--- config.mk ---
export PLATFORM = sky130hd
export DESIGN_NAME = video_pattern_gen
export DESIGN_NICKNAME = d
export VERILOG_FILES = /design/src/rtl/video_timing_pkg.sv /design/src/rtl/video_pattern_gen_btn_debounce.sv /design/src/rtl/video_pattern_gen.sv
export SDC_FILE = /design/constraint.sdc
export NUM_CORES = 1
export LEC_CHECK = 0
export ABC_AREA = 0
export CELL_PAD_IN_SITES_DETAIL_PLACEMENT = 1
export CELL_PAD_IN_SITES_GLOBAL_PLACEMENT = 2
export CORE_MARGIN = 4
export CORE_UTILIZATION = 40
export CTS_CLUSTER_SIZE = 10
export DETAILED_ROUTE_END_ITERATION = 16
export PLACE_DENSITY_LB_ADDON = 0.1
export SLEW_MARGIN = 0
export SYNTH_ARGS = -nofsm -noshare
export SYNTH_HDL_FRONTEND = slang
export SYNTH_SLANG_ARGS = --single-unit
--- constraint.sdc ---
create_clock -name clk_in -period 6.1 [get_ports clk_in]
set_clock_uncertainty 0.2 [all_clocks]
set_input_delay 1.22 -clock clk_in [delete_from_list [all_inputs] [get_ports clk_in]]
set_output_delay 1.22 -clock clk_in [all_outputs]
set_load 0.02 [all_outputs]
--- src/rtl/video_timing_pkg.sv ---
// Purpose: shared 640x480@60 timing defaults, pattern encodings and pixel helpers.
// Latency: n/a (constants, types and a pure function only).
// Backpressure: n/a.
package video_timing_pkg;

    // Both raster counters are 10 bits wide: 800 and 525 both fit.
    localparam int CNT_W = 10;

    localparam int H_ACTIVE_DEF = 640;
    localparam int H_FP_DEF     = 16;
    localparam int H_SYNC_DEF   = 96;
    localparam int H_BP_DEF     = 48;
    localparam int V_ACTIVE_DEF = 480;
    localparam int V_FP_DEF     = 10;
    localparam int V_SYNC_DEF   = 2;
    localparam int V_BP_DEF     = 33;

    localparam int DEBOUNCE_CYCLES_DEF = 252000;

    localparam int H_TOTAL_DEF      = H_ACTIVE_DEF + H_FP_DEF + H_SYNC_DEF + H_BP_DEF;
    localparam int V_TOTAL_DEF      = V_ACTIVE_DEF + V_FP_DEF + V_SYNC_DEF + V_BP_DEF;
    localparam int H_SYNC_START_DEF = H_ACTIVE_DEF + H_FP_DEF;
    localparam int H_SYNC_END_DEF   = H_SYNC_START_DEF + H_SYNC_DEF - 1;
    localparam int V_SYNC_START_DEF = V_ACTIVE_DEF + V_FP_DEF;
    localparam int V_SYNC_END_DEF   = V_SYNC_START_DEF + V_SYNC_DEF - 1;

    typedef enum logic [1:0] {
        PAT_BARS  = 2'd0,
        PAT_CHECK = 2'd1,
        PAT_RAMP  = 2'd2,
        PAT_WHITE = 2'd3
    } pattern_e;

    typedef struct packed {
        logic [7:0] red;
        logic [7:0] green;
        logic [7:0] blue;
    } rgb_t;

    localparam rgb_t RGB_BLACK = '{red: 8'h00, green: 8'h00, blue: 8'h00};
    localparam rgb_t RGB_WHITE = '{red: 8'hFF, green: 8'hFF, blue: 8'hFF};

    // Bar order white, yellow, cyan, green, magenta, red, blue, black falls out
    // of the bar index bits: red off when bar[1], green off when bar[2],
    // blue off when bar[0].
    function automatic rgb_t bar_colour(input logic [2:0] bar);
        rgb_t c;
        c.red   = bar[1] ? 8'h00 : 8'hFF;
        c.green = bar[2] ? 8'h00 : 8'hFF;
        c.blue  = bar[0] ? 8'h00 : 8'hFF;
        return c;
    endfunction

endpackage

--- src/rtl/video_pattern_gen_btn_debounce.sv ---
// Purpose: synchronise and debounce an active-low button, pulse once per accepted press.
// Latency: 2 sync flops + DEBOUNCE_CYCLES stable cycles + 1 to the press pulse.
// Backpressure: none; free-running, the pulse is a single cycle and must be caught by the consumer.
module btn_debounce
    import video_timing_pkg::*;
#(
    parameter int DEBOUNCE_CYCLES = DEBOUNCE_CYCLES_DEF
) (
    input  logic clk_in,
    input  logic rst_in,
    input  logic btn,
    output logic press
);

    localparam int CW = (DEBOUNCE_CYCLES > 1) ? $clog2(DEBOUNCE_CYCLES) : 1;
    localparam logic [CW-1:0] CNT_LAST = CW'(DEBOUNCE_CYCLES - 1);

    logic          r_sync0;
    logic          r_sync1;
    logic          r_stable;
    logic          r_press;
    logic [CW-1:0] r_cnt;

    // Two-flop synchroniser; idles high so reset looks like a released button.
    always_ff @(posedge clk_in or posedge rst_in) begin
        if (rst_in) begin
            r_sync0 <= 1'b1;
            r_sync1 <= 1'b1;
        end else begin
            r_sync0 <= btn;
            r_sync1 <= r_sync0;
        end
    end

    // Accept a new level only after it has differed from the stable level for
    // DEBOUNCE_CYCLES consecutive cycles; any return to the stable level restarts.
    always_ff @(posedge clk_in or posedge rst_in) begin
        if (rst_in) begin
            r_cnt    <= '0;
            r_stable <= 1'b1;
            r_press  <= 1'b0;
        end else begin
            r_press <= 1'b0;
            if (r_sync1 == r_stable) begin
                r_cnt <= '0;
            end else if (r_cnt == CNT_LAST) begin
                r_stable <= r_sync1;
                r_cnt    <= '0;
                r_press  <= r_stable & ~r_sync1;
            end else begin
                r_cnt <= r_cnt + CW'(1);
            end
        end
    end

    assign press = r_press;

endmodule

--- src/rtl/video_pattern_gen.sv ---
// Purpose: 640x480@60 raster timing plus a button-selectable RGB test pattern for the TMDS encoders.
// Latency: all outputs registered, one cycle after the counters hold the pixel position.
// Backpressure: none; the raster free-runs at the pixel clock.
module video_pattern_gen
    import video_timing_pkg::*;
#(
    parameter int H_ACTIVE        = H_ACTIVE_DEF,
    parameter int H_FP            = H_FP_DEF,
    parameter int H_SYNC          = H_SYNC_DEF,
    parameter int H_BP            = H_BP_DEF,
    parameter int V_ACTIVE        = V_ACTIVE_DEF,
    parameter int V_FP            = V_FP_DEF,
    parameter int V_SYNC          = V_SYNC_DEF,
    parameter int V_BP            = V_BP_DEF,
    parameter int DEBOUNCE_CYCLES = DEBOUNCE_CYCLES_DEF
) (
    input  logic       clk_in,
    input  logic       rst_in,
    input  logic       btn,
    output logic       hsync,
    output logic       vsync,
    output logic       de,
    output logic [7:0] red,
    output logic [7:0] green,
    output logic [7:0] blue,
    output logic       frame_start,
    output logic [1:0] pattern
);

    localparam int H_TOTAL = H_ACTIVE + H_FP + H_SYNC + H_BP;
    localparam int V_TOTAL = V_ACTIVE + V_FP + V_SYNC + V_BP;

    localparam logic [CNT_W-1:0] H_LAST = CNT_W'(H_TOTAL - 1);
    localparam logic [CNT_W-1:0] V_LAST = CNT_W'(V_TOTAL - 1);
    localparam logic [CNT_W-1:0] H_ACT  = CNT_W'(H_ACTIVE);
    localparam logic [CNT_W-1:0] V_ACT  = CNT_W'(V_ACTIVE);
    localparam logic [CNT_W-1:0] H_SS   = CNT_W'(H_ACTIVE + H_FP);
    localparam logic [CNT_W-1:0] H_SE   = CNT_W'(H_ACTIVE + H_FP + H_SYNC - 1);
    localparam logic [CNT_W-1:0] V_SS   = CNT_W'(V_ACTIVE + V_FP);
    localparam logic [CNT_W-1:0] V_SE   = CNT_W'(V_ACTIVE + V_FP + V_SYNC - 1);

    logic [CNT_W-1:0] r_h_cnt;
    logic [CNT_W-1:0] r_v_cnt;
    logic [1:0]       r_pattern;
    logic             r_pending;

    logic             r_hsync;
    logic             r_vsync;
    logic             r_de;
    rgb_t             r_rgb;
    logic             r_frame_start;
    logic [1:0]       r_pattern_out;

    logic             w_press;
    logic             w_h_last;
    logic             w_v_last;
    logic             w_wrap;
    logic             w_active;
    logic             w_hsync_n;
    logic             w_vsync_n;
    logic             w_origin;
    logic [2:0]       w_bar;
    rgb_t             w_pix;

    btn_debounce #(
        .DEBOUNCE_CYCLES(DEBOUNCE_CYCLES)
    ) u_btn_debounce (
        .clk_in (clk_in),
        .rst_in (rst_in),
        .btn    (btn),
        .press  (w_press)
    );

    assign w_h_last  = (r_h_cnt == H_LAST);
    assign w_v_last  = (r_v_cnt == V_LAST);
    assign w_wrap    = w_h_last & w_v_last;
    assign w_active  = (r_h_cnt < H_ACT) && (r_v_cnt < V_ACT);
    assign w_hsync_n = !((r_h_cnt >= H_SS) && (r_h_cnt <= H_SE));
    assign w_vsync_n = !((r_v_cnt >= V_SS) && (r_v_cnt <= V_SE));
    assign w_origin  = (r_h_cnt == '0) && (r_v_cnt == '0);

    // Raster counters: h wraps every line, v advances on each h wrap.
    always_ff @(posedge clk_in or posedge rst_in) begin
        if (rst_in) begin
            r_h_cnt <= '0;
            r_v_cnt <= '0;
        end else if (w_h_last) begin
            r_h_cnt <= '0;
            r_v_cnt <= w_v_last ? '0 : r_v_cnt + CNT_W'(1);
        end else begin
            r_h_cnt <= r_h_cnt + CNT_W'(1);
        end
    end

    // Presses are latched as pending and applied only on the frame wrap; a
    // press landing on the wrap cycle itself is kept for the following frame.
    always_ff @(posedge clk_in or posedge rst_in) begin
        if (rst_in) begin
            r_pattern <= PAT_BARS;
            r_pending <= 1'b0;
        end else if (w_wrap) begin
            if (r_pending) begin
                r_pattern <= r_pattern + 2'd1;
            end
            r_pending <= w_press;
        end else if (w_press) begin
            r_pending <= 1'b1;
        end
    end

    // Colour-bar index from a compare chain (80 px per bar).
    always_comb begin
        w_bar = 3'd7;
        if      (r_h_cnt < 10'd80)  w_bar = 3'd0;
        else if (r_h_cnt < 10'd160) w_bar = 3'd1;
        else if (r_h_cnt < 10'd240) w_bar = 3'd2;
        else if (r_h_cnt < 10'd320) w_bar = 3'd3;
        else if (r_h_cnt < 10'd400) w_bar = 3'd4;
        else if (r_h_cnt < 10'd480) w_bar = 3'd5;
        else if (r_h_cnt < 10'd560) w_bar = 3'd6;
    end

    // Pixel colour for the current position; black whenever outside the active area.
    always_comb begin
        w_pix = RGB_BLACK;
        if (w_active) begin
            case (r_pattern)
                PAT_BARS:  w_pix = bar_colour(w_bar);
                PAT_CHECK: w_pix = (r_h_cnt[5] ^ r_v_cnt[5]) ? RGB_WHITE : RGB_BLACK;
                PAT_RAMP:  w_pix = {r_h_cnt[9:2], r_h_cnt[9:2], r_h_cnt[9:2]};
                PAT_WHITE: w_pix = RGB_WHITE;
                default:   w_pix = RGB_BLACK;
            endcase
        end
    end

    // Output register stage keeps sync, de, colour and pattern mutually aligned.
    always_ff @(posedge clk_in or posedge rst_in) begin
        if (rst_in) begin
            r_hsync       <= 1'b1;
            r_vsync       <= 1'b1;
            r_de          <= 1'b0;
            r_rgb         <= RGB_BLACK;
            r_frame_start <= 1'b0;
            r_pattern_out <= PAT_BARS;
        end else begin
            r_hsync       <= w_hsync_n;
            r_vsync       <= w_vsync_n;
            r_de          <= w_active;
            r_rgb         <= w_pix;
            r_frame_start <= w_origin;
            r_pattern_out <= r_pattern;
        end
    end

    assign hsync       = r_hsync;
    assign vsync       = r_vsync;
    assign de          = r_de;
    assign red         = r_rgb.red;
    assign green       = r_rgb.green;
    assign blue        = r_rgb.blue;
    assign frame_start = r_frame_start;
    assign pattern     = r_pattern_out;

endmodule
==> flow_summary.rst <==
.. list-table::
   :header-rows: 1

   * - Metric
     - Value
   * - Non-filler cells in the finished layout
     - 473
   * - Pre-CTS WS
     - 3140 ps
   * - Cts-stage hold buffer count
     - 0
   * - RePlAce Congestion
     - 0.754
   * - Detailed-route wire length
     - 7960 um
   * - H-Tree Depth
     - 3
   * - Status
     - complete, no violations
   * - Clock transition at the register clock pins on the worst setup and hold paths after CTS
     - 90 ps
   * - Finish-stage setup viols
     - 0
   * - DPL Wire Length
     - 5460 um
   * - Yosys Warn Count
     - 0
   * - Root Buffer Master
     - clkbuf_8
   * - Post-detailed-route DRC marker count
     - 0
   * - Number of CTS-inserted buffers
     - 9
   * - Clock share of power
     - 42.1%
   * - Sw frac
     - 26.0%
   * - Initial core utilization
     - 41.7%
   * - Remaining Overflow, GRT
     - 0
   * - Worst Hold Margin
     - 169 ps
   * - Comb pwr share
     - 1.9%
   * - Worst Slack Setup Final
     - 3200 ps
   * - Worst-path cell with the longest stage delay
     - clkdlybuf4s50_1
   * - Kind of cell with the highest combined delay on the critical path
     - buffers and inverters
   * - Placed cell area
     - 0.00389 mm2
   * - Number of detailed-routing iterations run before antenna repair
     - 4
   * - Count of buffers from port buffering
     - 32
   * - Max Fanout on Critical Path
     - 1
   * - Worst slew slack as a fraction of its limit
     - 26.0%
   * - Final cell area excluding filler cells
     - 0.00408 mm2
   * - Initial antenna violation count
     - 0
   * - Final number of max-transition violations
     - 0
   * - Unrepaired setup endpoints after global routing
     - no
   * - Syn Area/Cell
     - 10.4 um2
   * - Setup TNS
     - 0 ps
   * - Cell accounting for the most synthesized area
     - dfrtp_1
   * - Reported leakage power
     - 1.61 nW
   * - Final period utilization
     - 47.5%
   * - Post-synthesis instance area
     - 0.00350 mm2
   * - Post-layout power
     - 897 uW
   * - Number of hold violations in the final report
     - 0
   * - N_diodes
     - 0
   * - Cell-internal power
     - 663 uW
   * - Required time at the endpoint of the critical path
     - 4680 ps
   * - Cell count after placement
     - 457
   * - Area enclosed by the die boundary
     - 0.0103 mm2
   * - Flops & latches, synth
     - 75
   * - Synthesized instance count
     - 335
   * - Total net switching power
     - 233 uW
   * - Vias
     - 2585
   * - Wire length of the first global-routing pass
     - 13700 um
   * - IO Count
     - 33
   * - Pwr/cell area
     - 220 mW/mm2
   * - Vias in the first global route
     - 2710
   * - Routed vias/inst
     - 5.47
   * - Max cap viols
     - 0
   * - Total global-route track usage
     - 17.0%
   * - Pin count of the biggest net entering global routing
     - 43
   * - # clock sinks
     - 75
   * - Leading post-synthesis cells by instance count
     - dfrtp_1 (70), nor2_1 (33), nand3_1 (23)
   * - Number of buffers on the longest clock path
     - 2
   * - CP startpoint kind
     - register
   * - Max Fclk
     - 345 MHz
   * - Post-synth top area share
     - 50.1%
   * - Critical path class
     - register to output pin
   * - Chip width
     - 102 um
   * - Routed wire per std cell
     - 16.8 um
   * - Layout Area Growth over Synthesis
     - 16.6%
   * - Kind of path behind the tightest hold check
     - register to register
   * - Highest ir drop seen on vdd
     - 0.0866 mV
   * - Final nets
     - 377
   * - Period minus WS final
     - 2900 ps
   * - Delay contributed by the slowest stage of the critical path
     - 600 ps
   * - Core Region
     - 0.00838 mm2
   * - Leading cell types by total area after synthesis
     - dfrtp_1 (50%), ha_1 (3.9%), dfstp_2 (3.8%)
   * - Buffers inserted by post-CTS timing repair
     - 0
   * - Resize count post-CTS
     - 0
   * - Distinct cell type count after synthesis
     - 55
   * - Ratio of cells with drive above 1 in the final layout
     - 9.51%
   * - Worst Tran Pin Value
     - 1100 ps
   * - Most numerous cell in the Yosys netlist
     - dfrtp_1
   * - Buffering stage count on the worst path with inverters included
     - 1
   * - Reg2Reg Setup Slack
     - 3540 ps
   * - Number of enable flip-flop cells after synthesis
     - 0
   * - Data arrival time of the worst path
     - 1480 ps
   * - Sequential power share
     - 55.9%
   * - Cells along the critical path
     - clkdlybuf4s50_1
   * - Initial drt markers
     - 53
   * - Latest clock arrival within the worst-skew pair
     - 350 ps
   * - Die H
     - 102 um
   * - Worst Setup End Kind
     - output pin
   * - Antenna viol nets, final
     - 0
   * - Fraction of the core area covered by cells at the end of the flow
     - 48.7%
   * - Placement Rows
     - 33
   * - Flip-flop cell with the highest count after synthesis
     - dfrtp_1
   * - Part of the Yosys area used for sequential elements
     - 53.8%
   * - Post-Synthesis Net Count
     - 349
   * - Async SR Flop Fraction
     - 100%
   * - TritonCTS clock tree
     - built
==> routing by layer <==
metal | part of all wire, % | track usage [%] | wire length [um] | up-vias
met1 | 48 | 23.5 | 3820 | 1291
li1 | - | - | - | 1248
met2 | 48 | 27.1 | 3810 | 37
met4 | 1.1 | 6.24 | 88 | 0
met5 | 0 | 0 | 0 | -
met3 | 3.1 | 2.62 | 246 | 9
==> cell type report <==
class,instances,area [um2]
repair buffers,33,328
clock inverters,7,67.6
multi-input cells,225,1470
fillers,964,4300
well taps,105,131
inverters,19,71.3
flip-flops and latches,75,1880
clock buffers,9,124
==> final timing paths <==
| kind | end | startpoint | depth (start not counted) |
|---|---|---|---|
| min | u_btn_debounce.r_sync1 | u_btn_debounce.r_sync0 | 0 |
| min reg2reg | u_btn_debounce.r_sync1 | u_btn_debounce.r_sync0 | 0 |
| max reg2reg | blue[7] | r_h_cnt[5] | 4 |
| max in group asynchronous | u_btn_debounce.r_sync1 | rst_in | 3 |
| max | vsync | vsync | 1 |
| min in group asynchronous | red[6] | rst_in | 2 |
==> kinds of logic (layout without fill, tap and decap cells) <==
kind of cell | count (synthesis) | count (layout) | share of synthesized area, %
flip-flops | 75 | 75 | 53.8
buffers and inverters | 35 | 68 | 4.04
XOR/XNOR | 22 | 22 | 5.51
multiplexers | 4 | 4 | 1.25
AO/OA/AOI/OAI | 55 | 55 | 10.8
AND/OR/NAND/NOR | 132 | 132 | 20.3
adder cells (fa/ha/maj) | 12 | 12 | 4.22
==> registers in the layout, summed over array words and instances, names as in the netlist <==
name and cells:
blue 8, de 1, frame_start 1, green 8, hsync 1, pattern 2
r_h_cnt 10, r_pattern 2, r_pending 1, r_v_cnt 10, red 8, u_btn_debounce.press 1
u_btn_debounce.r_cnt 18, u_btn_debounce.r_stable 1, u_btn_debounce.r_sync0 1, u_btn_debounce.r_sync1 1, vsync 1
==> layout by cell type, fill, tap and decap left out, drive strengths merged, types with 3 or more instances in the layout <==
| cell type | netlist | layout |
|---|---|---|
| xnor2 | 14 | 14 |
| a21oi | 14 | 14 |
| nand2 | 15 | 15 |
| nor3 | 18 | 18 |
| nand3 | 23 | 23 |
| or4 | 4 | 4 |
| inv | 19 | 24 |
| a211oi | 9 | 9 |
| nor2 | 33 | 33 |
| or3b | 3 | 3 |
| clkdlybuf4s50 | 0 | 32 |
| o21a | 3 | 3 |
| nand4 | 6 | 6 |
| xor2 | 8 | 8 |
| o21ai | 9 | 9 |
| dfrtp | 70 | 70 |
| a21o | 3 | 3 |
| mux2 | 3 | 3 |
| ha | 11 | 11 |
| nor4 | 6 | 6 |
| clkbuf | 12 | 9 |
| or3 | 7 | 7 |
| dfstp | 5 | 5 |
| a211o | 3 | 3 |
==> power groups by stage <==
stage,Clock [mW],Combinational (mW),Sequential [mW]
floorplan,0,0.0129,0.511
global placement,0,0.0179,0.511
detailed placement,0,0.0185,0.512
CTS,0.386,0.0186,0.502
global route,0.411,0.0204,0.502
finish,0.378,0.0172,0.502
No activity file was read; power rests on OpenSTA's default activity.
